**config.mk**
```make
export PLATFORM = sky130hd
export DESIGN_NAME = sec_scan_disp
export DESIGN_NICKNAME = d
export VERILOG_FILES = /design/src/rtl/sec_scan_disp.sv
export SDC_FILE = /design/constraint.sdc
export NUM_CORES = 1
export LEC_CHECK = 0
export ABC_CLOCK_PERIOD_IN_PS = 2500
export BUFFER_PORTS_ARGS = -buffer_cell sky130_fd_sc_hd__buf_2
export CAP_MARGIN = 0
export CORE_MARGIN = 4
export CORE_UTILIZATION = 45
export CTS_BUF_LIST = sky130_fd_sc_hd__clkbuf_4 sky130_fd_sc_hd__clkbuf_8
export DETAILED_ROUTE_END_ITERATION = 7
export PLACE_DENSITY = 0.68
export SYNTH_ARGS = -nofsm -noshare
export SYNTH_HDL_FRONTEND = slang
export SYNTH_SLANG_ARGS = --single-unit
```
**constraint.sdc**
```tcl
create_clock -name clk -period 2.5 [get_ports clk]
set_input_delay 0.375 -clock clk [delete_from_list [all_inputs] [get_ports clk]]
set_output_delay 0.375 -clock clk [all_outputs]
set_load 0.01 [all_outputs]
```
**src/rtl/sec_scan_disp.sv**
```systemverilog
// sec_scan_disp: 3-digit BCD seconds counter with start/stop/clear FSM and registered 7-segment scan driver
//   clk      in   system clock, rising edge
//   rst      in   synchronous active-low reset
//   tick     in   one-cycle 1 Hz count pulse
//   start    in   enter/resume counting
//   stop     in   pause counting
//   clear    in   zero count, return to IDLE
//   scan_sel in   digit select 0=ones 1=tens 2=hundreds, 3..7 = none
//   sec_bcd  out  {hundreds,tens,ones} BCD count
//   seg      out  segments {g,f,e,d,c,b,a}
//   com      out  digit commons, com[i] enables digit i
//   running  out  registered state==RUN
//   wrap     out  one-cycle pulse on 999->000 rollover
module sec_scan_disp #(
    parameter bit SEG_ACT_LOW = 1'b1,
    parameter bit COM_ACT_LOW = 1'b1,
    parameter bit BLANK_LZ    = 1'b1
) (
    input  logic        clk,
    input  logic        rst,
    input  logic        tick,
    input  logic        start,
    input  logic        stop,
    input  logic        clear,
    input  logic [2:0]  scan_sel,
    output logic [11:0] sec_bcd,
    output logic [6:0]  seg,
    output logic [2:0]  com,
    output logic        running,
    output logic        wrap
);
    typedef enum logic [1:0] {IDLE, RUN, PAUSE} state_t;

    state_t      state_q, state_d;
    logic [11:0] cnt_q, cnt_d;
    logic        running_q, running_d;
    logic        wrap_q, wrap_d;
    logic [6:0]  seg_q, seg_d;
    logic [2:0]  com_q, com_d;

    logic [3:0] ones, tens, hund, ones_n, tens_n, hund_n, dig;
    logic       inc, blank;
    logic [6:0] seg_hi;
    logic [2:0] com_hi;

    function automatic logic [6:0] seg7(input logic [3:0] d);
        case (d)
            4'd0:    seg7 = 7'b0111111;
            4'd1:    seg7 = 7'b0000110;
            4'd2:    seg7 = 7'b1011011;
            4'd3:    seg7 = 7'b1001111;
            4'd4:    seg7 = 7'b1100110;
            4'd5:    seg7 = 7'b1101101;
            4'd6:    seg7 = 7'b1111101;
            4'd7:    seg7 = 7'b0000111;
            4'd8:    seg7 = 7'b1111111;
            4'd9:    seg7 = 7'b1101111;
            default: seg7 = 7'b0000000;
        endcase
    endfunction

    always_comb begin
        ones = cnt_q[3:0];
        tens = cnt_q[7:4];
        hund = cnt_q[11:8];
        state_d = state_q;
        if (clear)
            state_d = IDLE;
        else if (stop)
            state_d = (state_q == RUN) ? PAUSE : state_q;
        else if (start)
            state_d = RUN;
        // the count decision uses the current state, so a start-cycle tick is ignored
        inc = (state_q == RUN) && tick && !clear && !stop;
        ones_n = (ones == 4'd9) ? 4'd0 : ones + 4'd1;
        tens_n = (ones != 4'd9) ? tens : (tens == 4'd9) ? 4'd0 : tens + 4'd1;
        hund_n = (ones != 4'd9 || tens != 4'd9) ? hund : (hund == 4'd9) ? 4'd0 : hund + 4'd1;
        cnt_d = clear ? 12'h000 : inc ? {hund_n, tens_n, ones_n} : cnt_q;
        wrap_d = inc && (cnt_q == 12'h999);
        running_d = (state_d == RUN);
        dig = (scan_sel == 3'd0) ? ones : (scan_sel == 3'd1) ? tens : hund;
        // a blanked digit keeps its common lit but shows no segments
        blank = BLANK_LZ && (((scan_sel == 3'd2) && (hund == 4'd0)) ||
                             ((scan_sel == 3'd1) && (hund == 4'd0) && (tens == 4'd0)));
        com_hi = (scan_sel == 3'd0) ? 3'b001 : (scan_sel == 3'd1) ? 3'b010 :
                 (scan_sel == 3'd2) ? 3'b100 : 3'b000;
        seg_hi = (scan_sel < 3'd3 && !blank) ? seg7(dig) : 7'b0000000;
        seg_d = SEG_ACT_LOW ? ~seg_hi : seg_hi;
        com_d = COM_ACT_LOW ? ~com_hi : com_hi;
    end

    always_ff @(posedge clk) begin
        if (!rst) begin
            state_q   <= IDLE;
            cnt_q     <= 12'h000;
            running_q <= 1'b0;
            wrap_q    <= 1'b0;
            seg_q     <= SEG_ACT_LOW ? 7'h7F : 7'h00;
            com_q     <= COM_ACT_LOW ? 3'h7 : 3'h0;
        end else begin
            state_q   <= state_d;
            cnt_q     <= cnt_d;
            running_q <= running_d;
            wrap_q    <= wrap_d;
            seg_q     <= seg_d;
            com_q     <= com_d;
        end
    end

    assign sec_bcd = cnt_q;
    assign seg     = seg_q;
    assign com     = com_q;
    assign running = running_q;
    assign wrap    = wrap_q;
endmodule
```
* After elaboration in Yosys (flattened, before gate mapping)
Memories as Yosys holds them, arrays and structs flattened.
Index checks and enable logic that the tools add are counted.
** Cells by class
- Mux-type cells :: 13
- Bitwise operators :: 5
- $lt $le $gt $ge :: 1
- Reduce and logical (&&, ||, !) cells :: 19
- Equality and inequality tests :: 10
- Add/sub/neg operators :: 3
** Operator list (count)
- 4-bit 2-to-1 mux :: 5
- 4-bit by 1-bit adder with 4-bit output, second input constant :: 3
- 12-bit equality test, second input constant :: 1
- 4-bit equality test, second input constant :: 3
- 3-bit 2-to-1 mux :: 3
- 1-bit logical AND :: 8
- 4-bit zero test :: 2
- 2-bit 2-to-1 mux :: 4
- 4-bit != test, second input constant :: 2
- 7-bit 2-to-1 mux :: 1
- 7-bit NOT :: 1
- 2-bit by 1-bit equality test with 1-bit output, second input constant :: 2
- 2-bit AND reduction :: 2
- 3-bit by 1-bit equality test with 1-bit output, second input constant :: 1
- 3-bit by 2-bit equality test with 1-bit output, second input constant :: 1
- 1-bit zero test :: 3
- 3-bit zero test :: 1
- 3-bit by 2-bit less-than comparator with 1-bit output, second input constant :: 1
- 1-bit NOT :: 3
- 3-bit NOT :: 1
- 1-bit logical OR :: 2
- 2-bit OR reduction :: 1
** Word-level totals
- Output and inout bits :: 24
- ROM bits :: 112
- Input bits :: 9
- Memories :: 1
- Bits in registers :: 26
** Memory list
- (name not given) :: words 16, width 7, read ports 1, clocked after memory_dff 0, write ports 0, line 47 : case (d)

* Longest topological paths before layout
Gate-level depths: netlist (run 1).
- Depth in word-level cells :: 8
- Depth in mapped cells :: 10
- Depth with buffers taken out :: 9

* Worst setup path before layout (run 1)
Ideal clock, no wire load.
- Kind :: input -> register
- From :: in scan_sel[0]
- To :: reg seg_q[6] (netlist: seg[6])
- Setup time :: 0.127 ns
- Data arrival time :: 2.029 ns
- Required time :: 2.373 ns
- Path slack :: 0.344 ns
- Stages :: 8
- Cell sequence :: buf_6 -> mux2_2 -> mux2i_1 -> inv_1 -> ha_1 -> o21bai_1 -> o221a_1 -> or3_1
** On the way
- Cells in the longest elaborated chain, start to end :: 8
- Elaborated cells on any way between the ends :: 15
- Those cells by class :: order compare (1); eq/ne (2); mux (3); bitwise (1); reduce/logical (7); memory (1)
** Ends and longest elaborated chain
- from (decl) :: line 25 : input logic [2:0] scan_sel,
- parallel branches: the longest is 6 deep, another holds memory 16 x 7 bit
- 7-bit 2-to-1 mux (*) :: line 87 : seg_hi = (scan_sel < 3'd3 && !blank) ? seg7(dig) : 7'b0000000;
- 7-bit NOT (*) :: line 88 : seg_d = SEG_ACT_LOW ? ~seg_hi : seg_hi;
- to (signal assigned) :: line 98 : seg_q <= SEG_ACT_LOW ? 7'h7F : 7'h00;
- to (signal assigned) :: line 105 : seg_q <= seg_d;
- to (decl) :: line 38 : logic [6:0] seg_q, seg_d;
Every way passes the cells marked *.
A chain may end at the register's enable or synchronous reset.

* Worst setup path after layout (run 1)
- From :: reg cnt_q[1] (netlist: sec_bcd[1])
- To :: reg seg_q[0] (netlist: seg[0])
** On the way
- Cells in the longest elaborated chain, start to end :: 4
** Ends and longest elaborated chain
- from (decl) :: line 35 : logic [11:0] cnt_q, cnt_d;
- from (signal assigned) :: line 102 : cnt_q <= cnt_d;
- 4-bit 2-to-1 mux :: line 81 : dig = (scan_sel == 3'd0) ? ones : (scan_sel == 3'd1) ? tens : hund;
- memory 16 x 7 bit
- 7-bit 2-to-1 mux :: line 87
- 7-bit NOT :: line 88
No other way between the ends.

==> results of run 1 <==
==> synth_stat cells, types with 3 or more instances <==
cell type	instances	area (sq um)
clkbuf_1	3	11.3
nor2b_1	5	31.3
nand2b_1	3	18.8
a21oi_1	14	70.1
dfxtp_1	26	521
nor2_1	13	48.8
inv_1	8	30.0
mux2i_1	6	60.1
o21bai_1	4	30.0
nand3b_1	3	22.5
ha_1	5	62.6
a21o_1	3	22.5
nand4b_1	3	26.3
nor3_1	3	15.0
o21ai_0	8	40.0
nand2_1	8	30.0
or3_1	7	43.8
==> logic make-up after synthesis <==
logic type / count (synthesis) / synth area share, %
simple gates: 62 / 25.5
compound gates: 45 / 20.3
flops: 26 / 36.0
buf+inv: 14 / 4.33
mux: 10 / 7.71
fa+ha+maj: 5 / 4.33
xor+xnor: 3 / 1.82
==> per-layer routing <==
metal,part of all wire (%),vias up
met5,0,-
met4,1.2,0
met3,4.1,6
met2,47,33
met1,48,627
li1,-,667
==> area by class of cell <==
| type | count | area [sq um] | area share (%) |
|---|---|---|---|
| Tap cell | 44 | 55.1 | 3.31 |
| Inverter | 8 | 30.0 | 1.80 |
| Multi-Input combinational cell | 125 | 861 | 51.7 |
| Sequential cell | 26 | 520 | 31.3 |
| Timing Repair Buffer | 34 | 175 | 10.5 |
| Clock buffer | 3 | 22.5 | 1.35 |
==> flip-flops by register name, summed over array words and instances (netlist names) <==
signal,count
wrap,1
seg,7
com,3
state_q,2
sec_bcd,12
running,1
==> through the flow <==
step	total power, mW	cell area (sq um)	setup slack, ns
after floorplan	0.460	1440	0.344
after global placement	0.477	1640	0.299
after detailed placement	0.478	1640	0.238
after CTS	0.650	1660	0.451
after global routing	0.667	1660	0.259
final	0.643	1660	0.460
==> worst paths after layout <==
path | startpoint | end | slack [ns] | depth (start not counted)
worst max-delay path | sec_bcd[1] | seg[0] | 0.46 | 8
worst min-delay path | stop | running | 0.24 | 2
worst max register to register | sec_bcd[1] | seg[0] | 0.46 | 8
worst min register to register | state_q[1] | state_q[1] | 0.52 | 2
==> power by group <==
group          internal (mW)  switching (mW)  total [mW]
sequential             0.419         0.00161       0.421
combinational         0.0209          0.0274      0.0482
clock                 0.0564           0.117       0.174
==> reports/qor.txt, run 1 <==
Outcome = completed
Post-synthesis cell count = 165
# resized after CTS = 0
Async set-reset flop share out of synthesis = 0%
Crit path largest cell delay = 0.51 ns
DP HPWL = 2500 um
YS warnings = 0
Pre-antenna DRT Iters = 4
Hold Buf Count CTS = 0
RSZ-0062 raised after global routing = no
Global route overflow = 0
WL final = 3350 um
Leakage = 0.641 nW
# H-tree levels = 1
Mapped cell area = 1440 sq um
GR Layer Usage met1 = 22.4%
Yosys reg bits = 26
Met3 Use GR = 2.77%
Global-route wire length before repair = 5860 um
Slew Limit Headroom = 61.9%
CTS root buf = clkbuf_4
Most frequent cells in the layout = 32 x buf_2, 26 x dfxtp_1, 14 x a21oi_1
WP data arrival = 2.25 ns
Vias in the first global route = 1324
Post-Layout Cell Count = 240
Port bufs = 32
Post-Syn Area per Cell = 8.75 sq um
# clock sinks = 26
Fin. max-slew vios = 0
Placer congestion estimate = 0.935
Max frequency = 0.490 GHz
Later-pin clock latency in the skew report = 0.32 ns
Number of enable flip-flop cells after synthesis = 0
Cell Count Post-Placement = 237
CP bufs+invs = 1
Critical path class = reg -> reg
Crit path time final = 2.04 ns
Top cell by count, worst path = mux2i_1
Hold/Removal Path Class = in -> reg
Final Hold Slack = 0.242 ns
Num rows = 20
Max Root-Sink Buffers = 2
Slew @ Worst Pin = 0.571 ns
Fin Clk Skew = 0.0124 ns
Initial core utilization = 47.3%
Core ar. = 3050 sq um
Max-cap viol count = 0
Routed length per instance = 14.0 um
Die Height = 64.6 um
Via count = 1333
Met2 Use GR = 28.9%
Initial antenna violation count = 0
CP delay by family, top = compound AO/OA/AOI/OAI gates
Most common cell after layout, fill and taps aside = buf_2
CTS tree = done
GRT Util Overall = 17.3%
DRC = 0
DR iter-0 viols = 60
Critical Path, Cell by Cell = mux2i_1, o21ai_2, inv_1, ha_1, mux2i_1, mux2i_1, a211oi_1, o21bai_1
CP max FO = 9
Hold Fails Final Rpt = 0
Largest net degree at the start of global routing = 16
Ant. Diodes = 0
Synth-to-Final Area Change = 15.3%
CP max stage cell = dfxtp_1
Post-synthesis sequential area ratio = 36.0%
Data required time of the critical path = 2.71 ns
Post-CTS setup buffer count = 0
Gr busiest metal = met2
Mapped Nets = 179
TritonCTS buffer count = 3
DIE AREA = 4180 sq um
Final period util = 81.6%
Setup violators final = 0
Layout cells sized above 1 = 24.0%
Fillers = 294
Setup crit end kind = register
Synth Flop Type = dfxtp_1
I/O Pins = 33
Post-Route Utilization = 54.5%
Power density cells = 386 nW/um^2
DR vias/cell = 5.55
Die Wd = 64.6 um
Synth unique cells = 50
Clock Pin Slew Worst Setup and Hold Paths = 0.14 ns
Final nets = 212
Number of nets still failing antenna checks after routing = 0
Max rail drop VDD = 0.000201 V
Startpoint types = register
Post-route setup TNS = 0 ns
Power figures use the tool's default switching activity.
==> inputs of run 2 (changes only) <==
ABC_AREA = 1   (was default)
ABC_CLOCK_PERIOD_IN_PS = 2100   (was 2500)
PLACE_DENSITY = 0.69   (was 0.68)
clock period = 2.1 ns   (was 2.5 ns; I/O delays follow)
==> reports/qor.txt, run 2 <==
Outcome = completed
CTS root buf = clkbuf_4
Post-Syn Area per Cell = 6.78 sq um
Hold Fails Final Rpt = 0
Post-synthesis cell count = 207
RSZ-0062 raised after global routing = no
Startpoint types = register
Mapped Nets = 221
CP max stage cell = dfxtp_1
Design Power = 0.845 mW
Most frequent cells in the layout = 53 x nand2_1, 32 x buf_2, 30 x inv_1
Synth-to-Final Area Change = 17.0%
Max FFs per register = 12
Yosys reg bits = 26
Power density cells = 515 nW/um^2
Final nets = 256
Max-cap viol count = 0
Commonest cells in the netlist = 53 x nand2_1, 30 x inv_1, 26 x dfxtp_1
CTS tree = done
# H-tree levels = 1
TritonCTS buffer count = 3
Vias in the first global route = 1119
Layout cells sized above 1 = 20.7%
WL final = 2880 um
Pre-antenna DRT Iters = 5
DRC = 0
Initial antenna violation count = 0
Slew @ Worst Pin = 0.367 ns
WP data arrival = 1.89 ns
Setup violators final = 0
Number of nets still failing antenna checks after routing = 0
Number of enable flip-flop cells after synthesis = 0
DP HPWL = 2270 um
GRT Util Overall = 14.6%
Via count = 1357
Global-route wire length before repair = 5000 um
DIE AREA = 4070 sq um
# resized after CTS = 0
Async set-reset flop share out of synthesis = 0%
Clock Pin Slew Worst Setup and Hold Paths = 0.14 ns
Synth unique cells = 21
Largest net degree at the start of global routing = 15
Crit path largest cell delay = 0.46 ns
Most frequent cell after synthesis = nand2_1
Fin. max-slew vios = 0
Crit path time final = 1.67 ns
Max rail drop VDD = 0.000249 V
DR iter-0 viols = 62
Post-CTS setup buffer count = 0
Core ar. = 2880 sq um
Hold Buf Count CTS = 0
Most common cell after layout, fill and taps aside = nand2_1
Cell Count Post-Placement = 279
Top cell type's share of synthesized area = 37.1%
Critical Path, Cell by Cell = inv_1, nand3_1, nand3_1, inv_1, ha_1, inv_1, nand4_1, nand3_1, nand2_1
# clock sinks = 26
Post-Route Utilization = 57.1%
Initial core utilization = 48.8%
Max frequency = 0.600 GHz
Top cells by area, synth = dfxtp_1 37%, nand2_1 14%, nand3_1 8.2%
Fin Clk Skew = 0.00385 ns
Setup crit end kind = register
Placer congestion estimate = 0.826
CP bufs+invs = 3
Global route overflow = 0
CP delay by family, top = simple AND/OR/NAND/NOR gates
YS warnings = 0
Critical path class = reg -> reg
Ant. Diodes = 0
Max Root-Sink Buffers = 2
Fillers = 297
I/O Pins = 33
Data required time of the critical path = 2.32 ns
Mapped cell area = 1400 sq um
CP max FO = 7
Port bufs = 32
Final Hold Slack = 0.236 ns
Later-pin clock latency in the skew report = 0.31 ns
Routed length per instance = 10.2 um
Die Wd = 63.8 um
Final period util = 79.4%
DR vias/cell = 4.80
Hold/Removal Path Class = in -> reg
Synth Flop Type = dfxtp_1
Post-Layout Cell Count = 283
Die Height = 63.8 um
Leakage = 0.751 nW
Yosys top cell by area = dfxtp_1
Slew Limit Headroom = 75.5%
Post-synthesis sequential area ratio = 37.1%
Num rows = 19
Post-route setup TNS = 0 ns
run 2: changes by cell type after synthesis, sizes merged, moves of 4 or more:
| cell | change |
|---|---|
| inv | +23 |
| nand2 | +49 |
| o21bai | -4 |
| nor2 | +9 |
| mux2i | -7 |
| nor2b | -5 |
| nand4 | +7 |
| or3 | -8 |
| nand3 | +25 |
run 2: cells by family after synthesis:
group	share of synthesized area, %
XOR/XNOR	0.625
AO/OA/AOI/OAI	8.74
adder cells (fa/ha/maj)	4.46
flip-flops	37.1
buffers and inverters	9.01
AND/OR/NAND/NOR	40.1
run 2: path summary, 6_finish.rpt:
check | start | endpoint | slack, ns | depth (start not counted)
worst max-delay path | sec_bcd[5] | seg[3] | 0.43 | 9
worst min-delay path | rst | com[1] | 0.24 | 2
worst max register to register | sec_bcd[5] | seg[3] | 0.43 | 9
worst min register to register | sec_bcd[10] | sec_bcd[10] | 0.54 | 2
run 2: where the power goes:
| group | total [mW] | leakage (nW) | internal (mW) | switching (mW) |
|---|---|---|---|---|
| clock network | 0.252 | 0.0210 | 0.106 | 0.147 |
| registers | 0.505 | 0.211 | 0.503 | 0.00203 |
| logic | 0.0875 | 0.519 | 0.0305 | 0.0570 |
| total | 0.845 | 0.751 | 0.639 | 0.206 |
run 2: metrics by stage:
stage	setup WS, ns	area (sq um)
finish	0.433	1640
global route	0.278	1640
CTS	0.417	1640
detailed placement	0.308	1610
global placement	0.325	1610
floorplan	0.563	1400
run 2: area by class of cell:
class / instances / area [sq um] / share of cell area [%]
tap: 42 / 52.6 / 3.20
clock buffer: 4 / 36.3 / 2.21
inverter: 31 / 116 / 7.09
multi-input combinational: 148 / 756 / 46.0
sequential: 26 / 520 / 31.7
timing repair buffer: 32 / 160 / 9.76
run 2: routing by layer:
| metal | track usage, % | part of all wire [%] |
|---|---|---|
| met1 | 21.6 | 54 |
| met2 | 21.8 | 40 |
| met3 | 2.28 | 5.0 |
| met4 | 4.04 | 1.0 |
| met5 | 0 | 0 |
